## config.mk

```make
export PLATFORM = sky130hd
export DESIGN_NAME = password_programmer
export DESIGN_NICKNAME = d
export VERILOG_FILES = /design/src/rtl/password_programmer.sv
export SDC_FILE = /design/constraint.sdc
export NUM_CORES = 1
export LEC_CHECK = 0
export ABC_AREA = 1
export ABC_CLOCK_PERIOD_IN_PS = 1400
export CORE_UTILIZATION = 35
export DETAILED_ROUTE_END_ITERATION = 6
export GPL_ROUTABILITY_DRIVEN = 0
export PLACE_DENSITY = 0.58
export SLEW_MARGIN = 20
export SYNTH_ARGS = -nofsm -noshare
export SYNTH_HDL_FRONTEND = slang
export SYNTH_SLANG_ARGS = --single-unit
```

## constraint.sdc

```tcl
create_clock -name CLK -period 1.4 [get_ports CLK]
set_input_delay 0.14 -clock CLK [delete_from_list [all_inputs] [get_ports CLK]]
set_output_delay 0.14 -clock CLK [all_outputs]
set_load 0.05 [all_outputs]
```

## src/rtl/password_programmer.sv

```systemverilog
// rtl/password_programmer.sv - captures, optionally confirms, and burst-commits a MAX_LEN-digit password
//
// Ports:
//   CLK, RST         clock (rising edge), asynchronous active-low reset
//   start            begin a programming session (sampled in S_IDLE only)
//   enable, digit    one digit per enable-high cycle
//   cancel           abort session while entering or confirming
//   data, address,   write port to the password store; non-zero only during
//   shouldWrite      the commit burst
//   busy             high outside S_IDLE
//   done, error      single-cycle pulses: commit finished / confirmation mismatch
module password_programmer #(
    parameter int DIGIT_W = 4,
    parameter int MAX_LEN = 4,
    parameter int ADDR_W  = $clog2(MAX_LEN),
    parameter bit CONFIRM = 1'b1
) (
    input  logic               CLK,
    input  logic               RST,
    input  logic               start,
    input  logic               enable,
    input  logic [DIGIT_W-1:0] digit,
    input  logic               cancel,
    output logic [DIGIT_W-1:0] data,
    output logic [ADDR_W-1:0]  address,
    output logic               shouldWrite,
    output logic               busy,
    output logic               done,
    output logic               error
);

    typedef enum logic [2:0] {
        S_IDLE,
        S_ENTER,
        S_CONFIRM,
        S_COMMIT,
        S_DONE
    } state_t;

    localparam logic [ADDR_W-1:0] LAST_IDX = ADDR_W'(MAX_LEN - 1);

    state_t             state, state_nxt;
    logic [DIGIT_W-1:0] pw_buf [MAX_LEN];
    logic [ADDR_W-1:0]  idx;
    logic               mm;
    logic               error_q;

    // cancel has priority over a coincident enable, so that digit is dropped
    logic take_digit;
    logic at_last;
    logic final_mm;

    assign take_digit = enable && !cancel;
    assign at_last    = (idx == LAST_IDX);
    // mismatch including the digit arriving this cycle
    assign final_mm   = mm || (digit != pw_buf[idx]);

    // state register
    always_ff @(posedge CLK or negedge RST) begin
        if (!RST) begin
            state <= S_IDLE;
        end else begin
            state <= state_nxt;
        end
    end

    // next-state logic
    always_comb begin
        state_nxt = state;
        case (state)
            S_IDLE: begin
                if (start) state_nxt = S_ENTER;
            end
            S_ENTER: begin
                if (cancel) begin
                    state_nxt = S_IDLE;
                end else if (enable && at_last) begin
                    state_nxt = CONFIRM ? S_CONFIRM : S_COMMIT;
                end
            end
            S_CONFIRM: begin
                if (cancel) begin
                    state_nxt = S_IDLE;
                end else if (enable && at_last) begin
                    state_nxt = final_mm ? S_IDLE : S_COMMIT;
                end
            end
            S_COMMIT: begin
                if (at_last) state_nxt = S_DONE;
            end
            S_DONE:  state_nxt = S_IDLE;
            default: state_nxt = S_IDLE;
        endcase
    end

    // datapath: capture buffer, index, sticky mismatch, error pulse
    always_ff @(posedge CLK or negedge RST) begin
        if (!RST) begin
            idx     <= '0;
            mm      <= 1'b0;
            error_q <= 1'b0;
            for (int i = 0; i < MAX_LEN; i++) begin
                pw_buf[i] <= '0;
            end
        end else begin
            error_q <= 1'b0;
            case (state)
                S_IDLE: begin
                    if (start) begin
                        idx <= '0;
                        mm  <= 1'b0;
                    end
                end
                S_ENTER: begin
                    if (take_digit) begin
                        pw_buf[idx] <= digit;
                        idx         <= at_last ? '0 : idx + ADDR_W'(1);
                    end
                end
                S_CONFIRM: begin
                    if (take_digit) begin
                        mm  <= final_mm;
                        idx <= at_last ? '0 : idx + ADDR_W'(1);
                        if (at_last) error_q <= final_mm;
                    end
                end
                S_COMMIT: begin
                    idx <= at_last ? '0 : idx + ADDR_W'(1);
                end
                default: begin
                end
            endcase
        end
    end

    // outputs decoded from state/idx so a reset clears them immediately
    always_comb begin
        shouldWrite = (state == S_COMMIT);
        address     = '0;
        data        = '0;
        if (state == S_COMMIT) begin
            address = idx;
            data    = pw_buf[idx];
        end
        busy  = (state != S_IDLE);
        done  = (state == S_DONE);
        error = error_q;
    end

endmodule
```

==> impl_summary.log, run 1 <==
[metrics] status: finished with violations
[metrics] violations in the final reports: negative setup slack
[metrics] setup repair after global routing missed its margin: yes
[metrics] global-route wire length before repair: 6555 µm
[metrics] Pre-Repair DR Iteration Count: 4
[metrics] Yosys Warn Count: 0
[metrics] P_int: 3.170 mW
[metrics] launch point of the worst reg-to-reg path: idx[0]$_DFFE_PN0P_
[metrics] H-tree Lvls: 1
[metrics] total wirelength of the detailed-routed design: 4745 µm
[metrics] FMAX: 595.7 MHz
[metrics] number of nets with antenna violations after detailed routing: 0
[metrics] Cell variety after synth: 28
[metrics] instance count after placement with tap cells included: 262
[metrics] post-detailed-placement cell area: 0.001883 mm²
[metrics] overall routing resource usage: 20.62%
[metrics] Post-Layout Inst Area: 0.002609 mm²
[metrics] die extent in y: 64.48 µm
[metrics] Seq/Total Area, Yosys: 42.12%
[metrics] Critical Setup Path Class: flop to output port
[metrics] post-placement worst setup slack: -0.1317 ns
[metrics] EDFF count, synth: 0
[metrics] num ports: 19
[metrics] syn avg cell area: 7.944 µm²
[metrics] Synth-to-Final Area Change: 90.93%
[metrics] die area: 0.004158 mm²
[metrics] combinational cell fraction of total power: 71.8%
[metrics] proportion of netlist area held by the largest area contributor: 42.12%
[metrics] depth of the worst register-to-register path: 12
[metrics] final design utilization: 70.20%
[metrics] via count of the first global-routing pass: 1,437
[metrics] largest stage delay on the critical path: 0.45 ns
[metrics] final worst setup slack: -0.2787 ns
[metrics] endpoint class of the critical path: output port
[metrics] clock insertion delay at the later pin of the skew report: 0.27 ns
[metrics] drc violations: 0
[metrics] most common cell in the netlist: sky130_fd_sc_hd__nand2_1
[metrics] final-stage net count: 251
[metrics] detailed-placement wirelength estimate: 2648 µm
[metrics] class of the most critical hold timing path: input port to async pin
[metrics] fraction of power consumed by the clock network: 7.2%
[metrics] reg-to-reg setup timing slack: -0.24 ns
[metrics] final count of pins violating max slew: 0
[metrics] number of core rows: 22
[metrics] Final Instance Count excl. Fillers: 285
[metrics] largest cells by area after synthesis: sky130_fd_sc_hd__dfrtp_1, sky130_fd_sc_hd__nand2_1, sky130_fd_sc_hd__o21ai_1, sky130_fd_sc_hd__inv_1, sky130_fd_sc_hd__nor2_1
[metrics] predominant post-synthesis flop cell: sky130_fd_sc_hd__dfrtp_1
[metrics] normalized max-slew margin: 79.67%
[metrics] maximum fanout count along the critical path: 6
[metrics] CP max-delay cell: sky130_fd_sc_hd__dfrtp_2
[metrics] arrival time at the worst endpoint: 1.54 ns
[metrics] maximum number of pins on one net before global-route repair: 24
[metrics] final worst path period share: 119.9%
[metrics] port buffer count: 18
[metrics] total of flip-flops plus latches after synthesis: 23
[metrics] worst setup path start: idx[0]$_DFFE_PN0P_
[metrics] final global-route overflow total: 0
[metrics] reg-to-reg endpoint: state[1]$_DFFE_PN0P_
[metrics] initial antenna violation count: 0
[metrics] cells traversed along the worst timing path: buf_12 -> clkinv_8 -> nand2_2 -> nand3_4 -> buf_6 -> a21oi_4 -> buf_12
[metrics] Most Frequent Cell on Critical Path: sky130_fd_sc_hd__buf_12
[metrics] Longest Clk Path Bufs: 2
[metrics] count of vias placed by the detailed router: 1,435
[metrics] largest area contributor in the netlist: sky130_fd_sc_hd__dfrtp_1
[metrics] startpoint type of the worst setup path: flop
[metrics] Synth Instances: 172
[metrics] leakage power: 1.151 nW
[metrics] Commonest cells post-synth: sky130_fd_sc_hd__nand2_1, sky130_fd_sc_hd__dfrtp_1, sky130_fd_sc_hd__inv_1
[metrics] width of the chip: 64.48 µm
[metrics] share of final-layout standard cells stronger than drive strength 1: 63.29%
[metrics] net load switching power: 2.641 mW
[metrics] Switching Fraction: 45.44%
[metrics] count of inserted antenna diode cells: 0
[metrics] power density relative to cell area: 2228 mW/mm²
[metrics] Final setup viols: 31
[metrics] maximum VDD drop: 0.001060 V
[metrics] CORE AREA: 0.003716 mm²
[metrics] synthesized netlist net count: 185
[metrics] ratio of routed vias to standard cells: 5.035
[metrics] actual transition at the worst max-transition pin: 0.3050 ns
[metrics] TritonCTS buffer count: 3
[metrics] post-route clock skew: 0.003670 ns
[metrics] Setup TNS Final: -4.117 ns
[metrics] register clock-pin slew on the reported worst setup and hold paths: 0.08 ns
[metrics] number of failing hold endpoints at the final stage: 0
[metrics] max-capacitance violation count: 0
[metrics] Reg power frac: 21.0%
[metrics] starting density of the core: 36.77%
[metrics] Root Buffer: sky130_fd_sc_hd__clkbuf_8
[metrics] TritonCTS clock tree: built
[metrics] capture point of the critical path: data[2]
[metrics] CP required: 1.26 ns
[metrics] cell area after synthesis: 0.001366 mm²
[metrics] Wirelength per Cell: 16.65 µm
[metrics] Final min period: 1.679 ns
[metrics] async set-or-reset flop fraction in the synthesized netlist: 100.0%
[metrics] Starting DRT DRC Count: 69
[metrics] sink count of the clock tree: 23
## power groups by stage
| stage | clock [mW] | combinational (mW) | sequential (mW) |
|---|---|---|---|
| after global routing | 0.455 | 4.43 | 1.26 |
| after CTS | 0.420 | 2.93 | 1.13 |
| after detailed placement | 0 | 2.37 | 1.13 |
| after floorplan | 0 | 1.51 | 1.09 |
| final | 0.417 | 4.17 | 1.22 |
| after global placement | 0 | 2.32 | 1.13 |
## logic make-up after synthesis
group                    Yosys count  share of synthesized area (%)
adder cells (fa/ha/maj)            4                          3.663
buffers and inverters             24                          9.707
AO/OA/AOI/OAI                     23                          9.523
flip-flops                        23                          42.12
AND/OR/NAND/NOR                   96                          33.06
XOR/XNOR                           1                          1.191
multiplexers                       1                         0.7326
## registers in the layout, summed over array words and instances (netlist names)
name,count
pw_buf,16
state,3
idx,2
error,1
mm,1
## final cells by class
cell class                 instances  area (µm²)
clock buffer                       4       45.04
fill                             256        1107
inverter                          22       111.4
multi-input combinational        125        1097
sequential                        23       578.1
tap                               48       60.06
timing repair buffer              62       700.7
timing repair inverter             1       16.27
## through the flow
| stage | hold WS (ns) | total power, mW |
|---|---|---|
| 2_1_floorplan | -0.1556 | 2.595 |
| 3_3_place_gp | 0.4793 | 3.445 |
| 3_5_place_dp | 0.4815 | 3.500 |
| 4_1_cts | 0.2460 | 4.483 |
| 5_1_grt | 0.2538 | 6.144 |
| 6_report | 0.2315 | 5.811 |
## layout by cell type, fill, tap and decap left out, drive strengths merged
cell type	count
nand2	59
clkinv	2
and3	1
or2	2
o21a	1
o21ai	19
inv	20
nor4	1
nand4	2
o211a	1
o211ai	1
clkbuf	5
clkdlybuf4s50	8
a21oi	1
nand3	12
nor2	18
buf	53
ha	4
xor2	1
bufinv	1
mux2i	1
dfrtp	23
nor3	1
## what timing repair did
action                                  in CTS  in global routing
hold buffers                                 0                  0
gates resized for setup                     39                 88
cloned                                       0                  2
endpoints found under the setup margin      29                 32
setup buffers                                8                 12
pin swaps                                   15                 31
## worst min-delay path by stage
stage                              to  cells after the start
6_report        pw_buf[8]$_DFFE_PN0P_                      2
5_1_grt         pw_buf[8]$_DFFE_PN0P_                      2
4_1_cts        pw_buf[12]$_DFFE_PN0P_                      2
3_5_place_dp   pw_buf[10]$_DFFE_PN0P_                      2
3_3_place_gp    pw_buf[2]$_DFFE_PN0P_                      2
2_1_floorplan         error$_DFF_PN0_                      0
## metal layers
| metal | part of all wire (%) | vias to the layer above | GRT usage (%) |
|---|---|---|---|
| li1 | - | 678 | - |
| met1 | 41 | 714 | 25.03 |
| met2 | 52 | 29 | 35.79 |
| met3 | 2.4 | 14 | 3.697 |
| met4 | 4.2 | 0 | 8.333 |
| met5 | 0 | - | 0 |
## worst max-delay path: cells and delay by family, from the launching register on
family                 cells  cell delay, ns
buffers and inverters      4            0.51
flip-flops                 1            0.45
AND/OR/NAND/NOR            2            0.17
AO/OA/AOI/OAI              1            0.15
Power figures use the tool's default switching activity.
==> inputs of run 2 (changes only) <==
CTS_CLUSTER_SIZE = 30   (was unset)
==> results of run 2 <==
Same layout as run 1: the final DEF is identical, and so are final timing and power.
==> inputs of run 3 (changes only) <==
RECOVER_POWER = 50   (was unset)
==> run 3 against run 2 <==
The flow still finishes with violations (negative setup slack). First-iteration DRC count unchanged. Worst setup slack did not move. Combinational power is essentially flat. Utilization is 0.067 points lower. Final area hardly changed. Sequential share of layout area about the same. Sequential power barely moved. Total power about the same. Highest routed layer unchanged.
==> impl_summary.log, run 3 (synthesis gave the netlist of run 1 again) <==
[metrics] class of the most critical hold timing path: input port to async pin
[metrics] port buffer count: 18 (unchanged)
[metrics] violations in the final reports: negative setup slack
[metrics] number of flip-flops in the largest register: 16 (unchanged)
[metrics] number of failing hold endpoints at the final stage: 0 (unchanged)
[metrics] H-tree Lvls: 1 (unchanged)
[metrics] arrival time at the worst endpoint: 1.54 ns (about the same)
[metrics] CORE AREA: 0.003716 mm² (unchanged)
[metrics] CP max-delay cell: sky130_fd_sc_hd__dfrtp_2
[metrics] ratio of routed vias to standard cells: 5.035 (unchanged)
[metrics] Wirelength per Cell: 16.65 µm (about the same)
[metrics] clock insertion delay at the later pin of the skew report: 0.27 ns (about the same)
[metrics] Root Buffer: sky130_fd_sc_hd__clkbuf_8
[metrics] post-route clock skew: 0.003670 ns (unchanged)
[metrics] starting density of the core: 36.77% (unchanged)
[metrics] Starting DRT DRC Count: 69 (unchanged)
[metrics] post-detailed-placement cell area: 0.001883 mm² (unchanged)
[metrics] maximum fanout count along the critical path: 6 (unchanged)
[metrics] register clock-pin slew on the reported worst setup and hold paths: 0.08 ns (about the same)
[metrics] endpoint class of the critical path: output port
[metrics] registers with the highest flip-flop counts: pw_buf: 16 flops, state: 3 flops, idx: 2 flops
[metrics] total wirelength of the detailed-routed design: 4744 µm (about the same)
[metrics] Most Frequent Cell on Critical Path: sky130_fd_sc_hd__buf_12
[metrics] Longest Clk Path Bufs: 2 (unchanged)
[metrics] detailed-placement wirelength estimate: 2648 µm (unchanged)
[metrics] die extent in y: 64.48 µm (unchanged)
[metrics] cells traversed along the worst timing path: buf_12 -> clkinv_8 -> nand2_2 -> nand3_4 -> buf_6 -> a21oi_4 -> buf_12
[metrics] maximum number of pins on one net before global-route repair: 24 (unchanged)
[metrics] final global-route overflow total: 0 (unchanged)
[metrics] count of vias placed by the detailed router: 1,435 (unchanged)
[metrics] normalized max-slew margin: 60.32% (-19 points)
[metrics] combined flip-flop and latch cell area: 578.1 µm² (unchanged)
[metrics] status: finished with violations
[metrics] final worst path period share: 119.9% (unchanged)
[metrics] launch point of the worst reg-to-reg path: idx[0]$_DFFE_PN0P_
[metrics] final-stage net count: 251 (unchanged)
[metrics] num ports: 19 (unchanged)
[metrics] count of inserted antenna diode cells: 0 (unchanged)
[metrics] TritonCTS buffer count: 3 (unchanged)
[metrics] actual transition at the worst max-transition pin: 0.5952 ns (+0.2903 ns)
[metrics] drc violations: 0 (unchanged)
[metrics] Final setup viols: 31 (unchanged)
[metrics] FMAX: 595.7 MHz (unchanged)
[metrics] startpoint type of the worst setup path: flop
[metrics] global-route wire length before repair: 6555 µm (unchanged)
[metrics] max-capacitance violation count: 0 (unchanged)
[metrics] initial antenna violation count: 0 (unchanged)
[metrics] number of nets with antenna violations after detailed routing: 0 (unchanged)
[metrics] via count of the first global-routing pass: 1,437 (unchanged)
[metrics] cts hold-fix bufs: 0 (unchanged)
[metrics] Setup TNS Final: -4.112 ns (+0.004830 ns)
[metrics] die area: 0.004158 mm² (unchanged)
[metrics] Post-Layout Inst Area: 0.002606 mm² (about the same)
[metrics] number of core rows: 22 (unchanged)
[metrics] most common library cell in the layout ignoring fill and taps: sky130_fd_sc_hd__buf_4
[metrics] worst setup path start: idx[0]$_DFFE_PN0P_
[metrics] overall power consumption: 5.809 mW (about the same)
[metrics] sink count of the clock tree: 23 (unchanged)
[metrics] power density relative to cell area: 2229 mW/mm² (about the same)
[metrics] area used by multi-input combinational logic: 0.001097 mm² (unchanged)
[metrics] TritonCTS clock tree: built
[metrics] share of final-layout standard cells stronger than drive strength 1: 63.29% (unchanged)
[metrics] final worst setup slack: -0.2787 ns (unchanged)
[metrics] Critical Setup Path Class: flop to output port
[metrics] final design utilization: 70.13% (about the same)
[metrics] most used cells in the layout excluding fill and tap cells: sky130_fd_sc_hd__buf_4, sky130_fd_sc_hd__nand2_2, sky130_fd_sc_hd__nand2_1, sky130_fd_sc_hd__dfrtp_1, sky130_fd_sc_hd__buf_6
[metrics] largest register by flop count: pw_buf
[metrics] Final min period: 1.679 ns (unchanged)
[metrics] maximum VDD drop: 0.001060 V (about the same)
[metrics] leakage power: 1.151 nW (about the same)
[metrics] overall routing resource usage: 20.62% (unchanged)
[metrics] CP required: 1.26 ns (about the same)
[metrics] setup repair after global routing missed its margin: yes
[metrics] fill cell count: 257 (+0.39%)
[metrics] final count of pins violating max slew: 0 (unchanged)
[metrics] Synth-to-Final Area Change: 90.75% (about the same)
[metrics] Pre-Repair DR Iteration Count: 4 (unchanged)
[metrics] largest stage delay on the critical path: 0.45 ns (about the same)
[metrics] width of the chip: 64.48 µm (unchanged)
run 3: through the flow:
| stage | hold slack, ns | setup slack (ns) | std cells |
|---|---|---|---|
| floorplan | -0.1556 | -0.3732 | 172 |
| global placement | 0.4793 | -0.08939 | 262 |
| detailed placement | 0.4815 | -0.1317 | 262 |
| CTS | 0.2460 | -0.2345 | 274 |
| global route | 0.4529 | -0.3141 | 285 |
| finish | 0.4036 | -0.2787 | 285 |
run 3: repair_timing:
action,CTS,global route
pin swaps,15,31
setup buffers,8,12
resized for setup,39,88
gates cloned,0,2
setup endpoints to repair,29,32
run 3: path summary, 6_finish.rpt:
path                                           to  slack, ns  cells past startpoint
hold reg to reg            pw_buf[10]$_DFFE_PN0P_       0.51                      2
setup / recovery                          data[2]      -0.28                      7
max in group asynchronous    state[2]$_DFFE_PN0P_       0.57                      2
setup reg to reg             state[1]$_DFFE_PN0P_      -0.24                     12
hold / removal              pw_buf[8]$_DFFE_PN0P_       0.40                      2
min in group CLK           pw_buf[10]$_DFFE_PN0P_       0.51                      2
run 3: layer usage:
| layer | GRT usage (%) | part of all wire (%) |
|---|---|---|
| met1 | 25.03 | 41 |
| met2 | 35.79 | 52 |
| met3 | 3.697 | 2.4 |
| met4 | 8.333 | 4.2 |
| met5 | 0 | 0 |
run 3: area by class of cell:
class | count | share of cell area, %
timing repair inverter | 1 | 0.6241
clock buffer | 4 | 1.728
tap | 48 | 2.304
timing repair buffer | 62 | 26.79
sequential | 23 | 22.18
inverter | 22 | 4.273
multi-input combinational | 125 | 42.10
run 3: where the power goes:
group	internal (mW)	switching [mW]	total [mW]
clock	0.203	0.214	0.417
combinational	2.02	2.15	4.17
sequential	0.943	0.277	1.22
total	3.17	2.64	5.81
run 3: critical path: cells and delay by family (launching register included):
kind	cells	cell delay [ns]
buffers and inverters	4	0.51
AO/OA/AOI/OAI	1	0.15
AND/OR/NAND/NOR	2	0.17
flip-flops	1	0.45
